[src/rtl/poly_arith_pkg.sv]
// Shared arithmetic definitions for the polynomial coefficient datapath:
// modulus, coefficient type, polynomial length and the scaler FSM states.
package poly_arith;

  localparam int Q       = 3329;
  localparam int N_COEFF = 256;

  typedef logic [11:0] coeff_t;

  typedef enum logic [2:0] {
    IDLE,
    READ,
    WAIT,
    DIV,
    WRITE,
    DONE
  } state_t;

endpackage

[src/rtl/mod_div_by_2.sv]
// Combinational halving modulo Q: odd inputs get Q added first so the
// result stays an exact modular inverse-of-two multiply.
module mod_div_by_2
  import poly_arith::*;
(
  input  coeff_t x,
  output coeff_t y
);

  logic [12:0] sum;

  assign sum = x[0] ? ({1'b0, x} + 13'(Q)) : {1'b0, x};
  assign y   = sum[12:1];

endmodule

[src/rtl/poly_scale_ctrl.sv]
// Walks the RAM-resident polynomial, multiplying every coefficient by
// 2^-k mod Q via k successive modular halvings, and writes it back in place.
//
// state | meaning
// IDLE  | waiting for start_i
// READ  | read strobe for coefficient idx
// WAIT  | RAM data returns, captured into work_q
// DIV   | one modular halving per cycle, k cycles total
// WRITE | write strobe with scaled coefficient
// DONE  | one-cycle completion pulse
module poly_scale_ctrl
  import poly_arith::*;
#(
  parameter int N_COEFF = poly_arith::N_COEFF,
  parameter int SHIFT_W = 3
) (
  input  logic               clk_i,
  input  logic               rst_ni,
  input  logic               start_i,
  input  logic [SHIFT_W-1:0] shift_i,
  input  logic               abort_i,
  output logic               rd_en_o,
  output logic [7:0]         rd_addr_o,
  input  coeff_t             rd_data_i,
  output logic               wr_en_o,
  output logic [7:0]         wr_addr_o,
  output coeff_t             wr_data_o,
  output logic               busy_o,
  output logic               done_o
);

  localparam logic [7:0] LAST_IDX = 8'(N_COEFF - 1);

  state_t             state;
  logic [7:0]         idx;
  logic [SHIFT_W-1:0] k_q;
  logic [SHIFT_W-1:0] div_cnt;
  coeff_t             work_q;
  coeff_t             half;

  mod_div_by_2 u_div2 (
    .x (work_q),
    .y (half)
  );

  // Read and write share the index because writes go back in place.
  assign rd_addr_o = idx;
  assign wr_addr_o = idx;
  assign wr_data_o = work_q;

  always_ff @(posedge clk_i or negedge rst_ni) begin
    if (!rst_ni) begin
      state   <= IDLE;
      idx     <= '0;
      k_q     <= '0;
      div_cnt <= '0;
      work_q  <= '0;
      rd_en_o <= 1'b0;
      wr_en_o <= 1'b0;
      busy_o  <= 1'b0;
      done_o  <= 1'b0;
    end else begin
      rd_en_o <= 1'b0;
      wr_en_o <= 1'b0;
      done_o  <= 1'b0;
      if (abort_i && state != IDLE) begin
        state  <= IDLE;
        busy_o <= 1'b0;
      end else begin
        case (state)
          IDLE: begin
            if (start_i) begin
              k_q     <= shift_i;
              idx     <= '0;
              busy_o  <= 1'b1;
              rd_en_o <= 1'b1;
              state   <= READ;
            end
          end
          READ: state <= WAIT;
          WAIT: begin
            work_q  <= rd_data_i;
            div_cnt <= k_q;
            if (k_q != '0) begin
              state <= DIV;
            end else begin
              wr_en_o <= 1'b1;
              state   <= WRITE;
            end
          end
          DIV: begin
            work_q  <= half;
            div_cnt <= div_cnt - 1'b1;
            if (div_cnt == SHIFT_W'(1)) begin
              wr_en_o <= 1'b1;
              state   <= WRITE;
            end
          end
          WRITE: begin
            if (idx == LAST_IDX) begin
              done_o <= 1'b1;
              busy_o <= 1'b0;
              state  <= DONE;
            end else begin
              idx     <= idx + 8'd1;
              rd_en_o <= 1'b1;
              state   <= READ;
            end
          end
          DONE:    state <= IDLE;
          default: state <= IDLE;
        endcase
      end
    end
  end

endmodule
[config.mk]
export PLATFORM = sky130hd
export DESIGN_NAME = poly_scale_ctrl
export DESIGN_NICKNAME = d
export VERILOG_FILES = /design/src/rtl/poly_arith_pkg.sv /design/src/rtl/mod_div_by_2.sv /design/src/rtl/poly_scale_ctrl.sv
export SDC_FILE = /design/constraint.sdc
export NUM_CORES = 1
export LEC_CHECK = 0
export ABC_AREA = 1
export BUFFER_PORTS_ARGS = -buffer_cell sky130_fd_sc_hd__clkbuf_2
export CAP_MARGIN = 20
export CORE_ASPECT_RATIO = 0.9
export CORE_MARGIN = 3
export CORE_UTILIZATION = 45
export CTS_BUF_LIST = sky130_fd_sc_hd__clkbuf_4 sky130_fd_sc_hd__clkbuf_8
export DETAILED_ROUTE_END_ITERATION = 8
export PLACE_DENSITY = 0.69
export SLEW_MARGIN = 20
export SYNTH_ARGS = -nofsm -noshare
export SYNTH_HDL_FRONTEND = slang
export SYNTH_SLANG_ARGS = --single-unit
[constraint.sdc]
create_clock -name clk_i -period 2 [get_ports clk_i]
set_input_delay 0.4 -clock clk_i [delete_from_list [all_inputs] [get_ports clk_i]]
set_output_delay 0.4 -clock clk_i [all_outputs]
set_load 0.005 [all_outputs]
# [After elaboration in Yosys (flattened, before gate mapping)]
# Cells that the tools add are included.
[totals] register_bits=33 out_inout_bits=32 word_cells=63
[classes] bitwise_logic=1 n_addsub=3 eq_ne=11 mux=27 n_reduce_logical=12
[op_table] op="12-bit case mux with 2 select lines" count=1
[op_table] op="8-bit 2-to-1 mux" count=2
[op_table] op="8-bit case mux with 2 select lines" count=1
[op_table] op="3-bit 2-to-1 mux" count=5
[op_table] op="3-bit case mux with 5 select lines" count=1
[op_table] op="12-bit by 12-bit adder with 13-bit output, second input constant" count=1
[op_table] op="13-bit 2-to-1 mux" count=1
[op_table] op="1-bit 2-to-1 mux" count=12
[op_table] op="3-bit inequality test, second input constant" count=3
[op_table] op="3-bit nonzero test" count=3
[op_table] op="8-bit by 1-bit adder with 8-bit output, second input constant" count=1
[op_table] op="8-bit == test, second input constant" count=1
[op_table] op="3-bit by 1-bit == test with 1-bit output, second input constant" count=2
[op_table] op="3-bit by 2-bit == test with 1-bit output, second input constant" count=2
[op_table] op="1-bit case mux with 2 select lines" count=3
[op_table] op="3-bit case mux with 2 select lines" count=1
[op_table] op="3-bit AND reduction" count=2
[op_table] op="2-bit inequality test, second input constant" count=2
[op_table] op="2-bit AND reduction" count=2
[op_table] op="4-bit AND reduction" count=1
[op_table] op="2-bit nonzero test" count=2
[op_table] op="3-bit == test, second input constant" count=1
[op_table] op="3-bit zero test" count=1
[op_table] op="3-bit by 1-bit subtractor with 3-bit output, second input constant" count=1
[op_table] op="2 further kinds" count=2

# [Depth between registers and ports, before layout]
# Gate-level depths: netlist (run 1).
[depth] depth_word=4 ltp_mapped=10 ltp_nobuf=9

# [Cells and area by module]
# From an unflattened synthesis (run 1), not the netlist that was laid out.
[unflattened] cells_unflattened=288 area_unflattened_um2=2180.8
[by_module_without_submodules] module="poly_scale_ctrl" seq_area_each_um2=825.8 area_per_inst_um2=1886.8 n_inst=1 cells_each=227
[by_module_without_submodules] module="mod_div_by_2" seq_area_each_um2=0.0 area_per_inst_um2=294.0 n_inst=1 cells_each=61

# [Worst setup path after synthesis (run 1)]
# Ideal clock, no wire load.
[synth_timing] kind="register to register" from="register idx[0] (netlist: rd_addr_o[0])" to="register idx[5] (netlist: rd_addr_o[5])" t_arrival_ns=1.346 path_slack_ns=0.525 path_stages_with_launch=7 required_ns=1.871 setup_ns=0.129 cell_sequence="dfrtp_1 > ha_1 > nand2_1 > nor3_4 > nand3_4 > a21oi_4 > o21ai_0"
[synth_between] elab_chain_cells=3
[synth_rtl] item="start, declared" line="poly_scale_ctrl.sv:35" rtl="logic [7:0] idx;"
[synth_rtl] item="start signal, assigned" line="poly_scale_ctrl.sv:105" rtl="idx <= idx + 8'd1;"
[synth_rtl] item="8-bit by 1-bit adder with 8-bit output / 8-bit == test (equally long branches)" line="poly_scale_ctrl.sv:105, poly_scale_ctrl.sv:100"
[synth_rtl] item="8-bit 2-to-1 mux / 2-bit inequality test (equally long branches)"
[synth_rtl] item="8-bit case mux with 2 select lines / 4-bit AND reduction (equally long branches)"
# Several ways; a longest one is shown, not always the timed one. The select of a mux whose other input is x is not followed.
# A chain may end at the register's enable or synchronous reset.

# [Worst setup path after layout (run 1)]
[layout_timing] from="register idx[0] (netlist: rd_addr_o[0])" to="register idx[6] (netlist: rd_addr_o[6])"
# The elaborated chain is that of the path after synthesis.

==> results of run 1 <==
[per-stage QoR]
step	cell area (um2)	utilization	std cells	hold WS, ns
2_1_floorplan	2070	-	285	0.104
3_3_place_gp	2330	0.550	386	0.459
3_5_place_dp	2330	0.550	386	0.457
4_1_cts	2430	0.573	394	0.144
5_1_grt	2430	0.573	394	0.166
6_report	2430	0.573	394	0.131
[flip-flops by register name (all words and copies together) (netlist names)]
register,count
done_o,1
wr_en_o,1
rd_addr_o,8
busy_o,1
div_cnt,3
wr_data_o,12
k_q,3
state,3
rd_en_o,1
[Yosys cell counts]
master    number
a21oi_1       12
nand3_4        1
nor2_4         2
a21oi_4        1
buf_6          1
o21ai_1        3
o21ai_0       22
dfrtp_1       33
xor2_1         5
or2_2          1
nor2_1        24
nand2_1       93
inv_1         28
nand2_2        2
nor2_2         2
a31oi_1        1
nand3b_1       1
o211ai_1       2
xnor2_1        1
ha_1           4
inv_2          3
buf_2          3
nor2_8         1
buf_4          9
nor3_4         1
nand4_1        4
nor3_1         2
nand3_1       22
nor3b_1        1
[where the power goes]
group / switching, uW / internal (uW)
registers: 290 / 908
clock network: 247 / 311
logic: 806 / 511
total: 1340 / 1730
[worst max-delay path by stage]
stage	end	startpoint	cells past startpoint
3_5_place_dp	rd_addr_o[7]	rd_addr_o[0]	6
5_1_grt	rd_addr_o[6]	rd_addr_o[0]	7
3_3_place_gp	rd_addr_o[7]	rd_addr_o[0]	6
4_1_cts	rd_addr_o[6]	rd_addr_o[0]	7
6_report	rd_addr_o[6]	rd_addr_o[0]	7
2_1_floorplan	rd_addr_o[5]	rd_addr_o[0]	6
[cell families (layout without fill, tap and decap cells)]
logic type,count (synthesis),in the layout
AOI/OAI and AO/OA,41,41
xor gates and xnor gates,6,6
adders and majority gates,4,4
buffers and inverters,44,93
DFF,33,33
and+or+nand+nor,157,157
[routing by layer]
metal | vias up | GRT usage | share of wire
met5 | - | 0 | 0
met4 | 0 | 0.0613 | 0.012
met3 | 8 | 0.0412 | 0.058
met2 | 53 | 0.302 | 0.46
met1 | 861 | 0.254 | 0.47
li1 | 998 | - | -
[layout make-up]
class / instances / area share
flip-flops and latches: 33 / 0.340
inverters: 31 / 0.0479
well taps: 60 / 0.0309
repair buffers: 54 / 0.115
clock inverters: 1 / 0.00206
clock buffers: 7 / 0.0396
multi-input cells: 208 / 0.425
[critical path: cells and delay by family, from the launching register on]
| family | cells | cell delay (ns) |
|---|---|---|
| compound gates | 2 | 0.38 |
| fa+ha+maj | 1 | 0.24 |
| simple gates | 4 | 0.56 |
| flops | 1 | 0.49 |
[cell usage in the layout, fill, tap and decap left out]
master    Yosys  final
a21oi_1      12     12
a21oi_4       1      1
a31oi_1       1      1
buf_4         9      4
clkbuf_2      0     50
clkbuf_8      0      7
clkinv_2      0      1
dfrtp_1      33     33
ha_1          4      4
inv_1        28     28
inv_2         3      3
nand2_1      93     93
nand2_2       2      2
nand3_1      22     22
nand3_4       1      1
nand3b_1      1      1
nand4_1       4      4
nor2_1       24     24
nor2_2        2      2
nor2_4        2      2
nor2_8        1      1
nor3_1        2      2
nor3_4        1      1
nor3b_1       1      1
o211ai_1      2      2
o21ai_0      22     22
o21ai_1       3      3
or2_2         1      1
xnor2_1       1      1
xor2_1        5      5
==> impl_metrics.json, run 1 <==
{
  "outcome": "finished, final reports clean",
  "nFillCells": 440,
  "cp.arrival_ns": 1.96,
  "reg2reg_depth": 7,
  "grt_usage": 0.189,
  "drt_pass1_iterations": 5,
  "p_leak_uw": 0.00128,
  "place.gp.congestion": 0.863,
  "finClkSkew_ns": 0.00916,
  "synth_top_cell_by_area": "dfrtp_1",
  "hpwl_um": 3730,
  "cts_hold_buf": 0,
  "wl_per_cell_um": 12.4,
  "cts_setup_buffers": 0,
  "multi_input_area_mm2": 0.00103,
  "cp_max_fo": 10,
  "fin_nets": 356,
  "hold_violations": 0,
  "rsz0062_at_grt": "false",
  "max_freq_ghz": 0.570,
  "cts_max_level": 2,
  "clk_path_buf_depth": 2,
  "wirelength_um": 4900,
  "antenna_cells": 0,
  "r2r_slack_ns": 0.25,
  "ios": 51,
  "fin_tns_setup_ns": 0,
  "synth_top_family_by_area": "simple AND/OR/NAND/NOR gates",
  "synth_area_mm2": 0.00207,
  "crit_path_frequent_cell": "nand2_1",
  "initial_core_util": 0.488,
  "gr-total-overflow": 0,
  "muxShareOfSynthArea": 0,
  "slowest_delay_ns": 0.49,
  "cts_resized": 0,
  "cts_tree": "built",
  "seq_area_frac_synth": 0.399,
  "tightest_slew_ns": 0.454,
  "core_mm2": 0.00424,
  "worst_path_max_delay_cell": "dfrtp_1",
  "grt_max_degree": 34,
  "worstPathCellList": "ha_1 -> nand2_1 -> nor3_4 -> nand3_4 -> a21oi_4 -> nand2_1 -> o21ai_0",
  "worstReg2RegEnd": "rd_addr_o[6]",
  "post-route-min-period_ns": 1.75,
  "antenna_found_initial": 0,
  "synth_area_leaders": "dfrtp_1, nand2_1, nand3_1",
  "finalSetupViolCount": 0,
  "synth_fa_ha_area_frac": 0.0242,
  "via_per_inst": 4.87,
  "clock_sinks": 33,
  "timing_worst_setup_path_type": "reg -> reg",
  "syn_inst": 285,
  "finalWorstSetupSlack_ns": 0.246,
  "ir_worst_vdd_mv": 0.682,
  "total_power_uw": 3070,
  "report.final.slew_viol_count": 0,
  "drc_errors": 0,
  "hold_class": "in -> async",
  "grt_pass1_vias": 1852,
  "die_h_um": 70.3,
  "worstPathRequired_ns": 2.20,
  "first_iter_violations": 91,
  "maxCapViolations": 0,
  "synth_cell_types": 29,
  "synth_xor_area_frac": 0.0254,
  "cp-start-kind": "flop",
  "drive_gt1_frac": 0.228,
  "die_w_um": 77.5,
  "post_synth.cell_area_avg_um2": 7.26,
  "ff_latch_area_um2": 826,
  "power.density_mw_per_mm2": 1260,
  "yosys.area.top_type_share": 0.399,
  "portBuffers": 50,
  "rows": 22,
  "detail-route-antenna-nets": 0,
  "grt_pass1_wl_um": 8270,
  "insertion_delay_ns": 0.29,
  "clock-root-buffer": "clkbuf_8",
  "pre_cts_slack_ns": 0.306,
  "syn_to_final_growth_pct": 17.5,
  "ys_ff_latch": 33,
  "syn-num-nets": 308,
  "die_area_mm2": 0.00545,
  "synthSimpleGateAreaFrac": 0.342,
  "cp-end-kind": "flop",
  "clk_pin_slew_ns": 0.07,
  "dr_total_vias": 1920,
  "cts_buffers": 5,
  "synth_compound_area_frac": 0.108,
  "maxSlewHeadroom": 0.697,
  "period_share": 0.877,
  "ys_warn_count": 0,
  "crit-reg2reg-launch": "rd_addr_o[0]"
}
No activity file was read; power rests on OpenSTA's default activity.
==> inputs of run 2 (changes only) <==
--- a/config.mk
+++ b/config.mk
@@ -18,3 +18,4 @@
 export SYNTH_ARGS = -nofsm -noshare
 export SYNTH_HDL_FRONTEND = slang
+export SYNTH_HIERARCHICAL = 1
 export SYNTH_SLANG_ARGS = --single-unit
==> constraint.sdc (replaced) <==
create_clock -name clk_i -period 2 [get_ports clk_i]
set_input_delay 0.4 -clock clk_i [delete_from_list [all_inputs] [get_ports clk_i]]
set_output_delay 0.4 -clock clk_i [all_outputs]
set_load 0.05 [all_outputs]
==> impl_metrics.json, run 2 <==
{
  "syn_to_final_growth_pct": 14.7,
  "cp.arrival_ns": 1.86,
  "grt_usage": 0.187,
  "maxSlewHeadroom": 0.715,
  "total_power_uw": 3630,
  "cts_max_level": 2,
  "p_leak_uw": 0.00126,
  "grt_max_degree": 34,
  "wl_per_cell_um": 12.3,
  "report.final.slew_viol_count": 0,
  "cts_resized": 0,
  "synthTopCellsByCount": "nand2_1, dfrtp_1, nor2_1",
  "syn_inst": 288,
  "clock-root-buffer": "clkbuf_8",
  "ys.flop_type": "dfrtp_1",
  "antenna_cells": 0,
  "max_freq_ghz": 0.592,
  "insertion_delay_ns": 0.29,
  "synth_cell_types": 31,
  "dr_total_vias": 1972,
  "portBuffers": 50,
  "largest_register_ff_count": 12,
  "clk_path_buf_depth": 2,
  "hold_violations": 0,
  "ys_warn_count": 6,
  "cp-start-kind": "flop",
  "drt_pass1_iterations": 5,
  "yosys.area.top_type_share": 0.379,
  "whs_ns": 0.138,
  "detail-route-antenna-nets": 0,
  "gr-total-overflow": 0,
  "wirelength_um": 4850,
  "cts_tree": "built",
  "cts_buffers": 5,
  "cp_max_fo": 14,
  "synth_top_cell_by_area": "dfrtp_1",
  "first_iter_violations": 139,
  "cts_hold_buf": 0,
  "rows": 23,
  "grt_pass1_vias": 1801,
  "finalSetupViolCount": 0,
  "async_flop_share": 1.00,
  "syn-num-nets": 311,
  "core_mm2": 0.00458,
  "ios": 51,
  "maxCapViolations": 0,
  "reg2reg_depth": 8,
  "die_w_um": 79.4,
  "yosysMostFrequentCell": "nand2_1",
  "synth_area_leaders": "dfrtp_1, nand2_1, o21ai_0",
  "final_cell_mix": "nand2_1, clkbuf_2, dfrtp_1, nor2_1, o21ai_0",
  "post_synth.cell_area_avg_um2": 7.57,
  "cp-end-kind": "flop",
  "antenna_found_initial": 0,
  "initial_core_util": 0.477,
  "synth_area_mm2": 0.00218,
  "hold_class": "in -> async",
  "drc_errors": 0,
  "seq_area_frac_synth": 0.379,
  "ys_ff_latch": 33,
  "place.gp.congestion": 0.854,
  "drive_gt1_frac": 0.276,
  "power.density_mw_per_mm2": 1450,
  "outcome": "finished, final reports clean",
  "finalWorstSetupSlack_ns": 0.312,
  "worstPathRequired_ns": 2.17,
  "die_area_mm2": 0.00572,
  "hpwl_um": 3390,
  "ir_worst_vdd_mv": 0.701,
  "post-route-min-period_ns": 1.69,
  "via_per_inst": 4.99,
  "timing_worst_setup_path_type": "reg -> reg",
  "period_share": 0.844,
  "pre_cts_slack_ns": 0.352,
  "cts_setup_buffers": 0,
  "rsz0062_at_grt": "false",
  "clock_sinks": 33,
  "final_common_cell": "nand2_1",
  "die_h_um": 72.0,
  "clk_pin_slew_ns": 0.07,
  "synth-edff-count": 0,
  "grt_pass1_wl_um": 8470,
  "tightest_slew_ns": 0.428,
  "fin_nets": 355,
  "finClkSkew_ns": 0.00610,
  "fin_tns_setup_ns": 0
}
[run 2: cell types whose count changed after synthesis, sizes merged, moves of 3 or more]
| cell | delta |
|---|---|
| nand2 | -25 |
| clkbuf | +3 |
| nor2 | +14 |
| a21oi | -9 |
| nor3 | -3 |
| o21ai | +23 |
[run 2: worst max-delay path, stage by stage (launching register included)]
cell	delay, ns
dfrtp_1	0.61
ha_1	0.26
nand3_1	0.09
nor2_1	0.15
nand2_1	0.12
nand4_1	0.11
nand2_1	0.07
o21ai_1	0.11
o21ai_1	0.07
[run 2: final cells by class]
type,count,area (um2)
fill,463,2070
tap,62,77.6
clock buffer,7,96.3
clock inverter,1,5.00
timing repair buffer,51,258
inverter,29,109
multi-input combinational,212,1130
sequential,33,826
[run 2: final timing paths]
kind,slack (ns),startpoint,end
worst max register to register,0.31,wr_data_o[0],wr_data_o[9]
worst max-delay path,0.31,wr_data_o[0],wr_data_o[9]
min in group clk_i,0.32,shift_i[0],k_q[0]
max in group asynchronous,1.56,rst_ni,div_cnt[0]
worst min register to register,0.48,busy_o,busy_o
worst min-delay path,0.14,rst_ni,done_o
[run 2: per-stage QoR]
stage	area [um2]	std cells	util
global placement	2400	387	0.524
finish	2500	395	0.547
global route	2500	395	0.547
detailed placement	2400	387	0.524
floorplan	2180	288	-
CTS	2500	395	0.547
[run 2: cells by family after synthesis]
family	after synthesis	synth area share
simple gates	142	0.313
compound gates	58	0.150
buf+inv	43	0.103
flops	33	0.379
xor+xnor	8	0.0321
fa+ha+maj	4	0.0229
[run 2: power breakdown]
group / internal (uW) / switching [uW] / leakage (uW)
clock: 311 / 252 / 0.0000542
sequential: 892 / 288 / 0.000429
combinational: 515 / 1370 / 0.000777
[run 2: layer usage]
layer	global-route usage	share of wire	vias to the layer above	wire length, um
li1	-	-	1021	-
met1	0.272	0.50	885	2450
met2	0.272	0.43	59	2090
met3	0.0385	0.051	7	245
met4	0.0725	0.014	0	69
met5	0	0	-	0
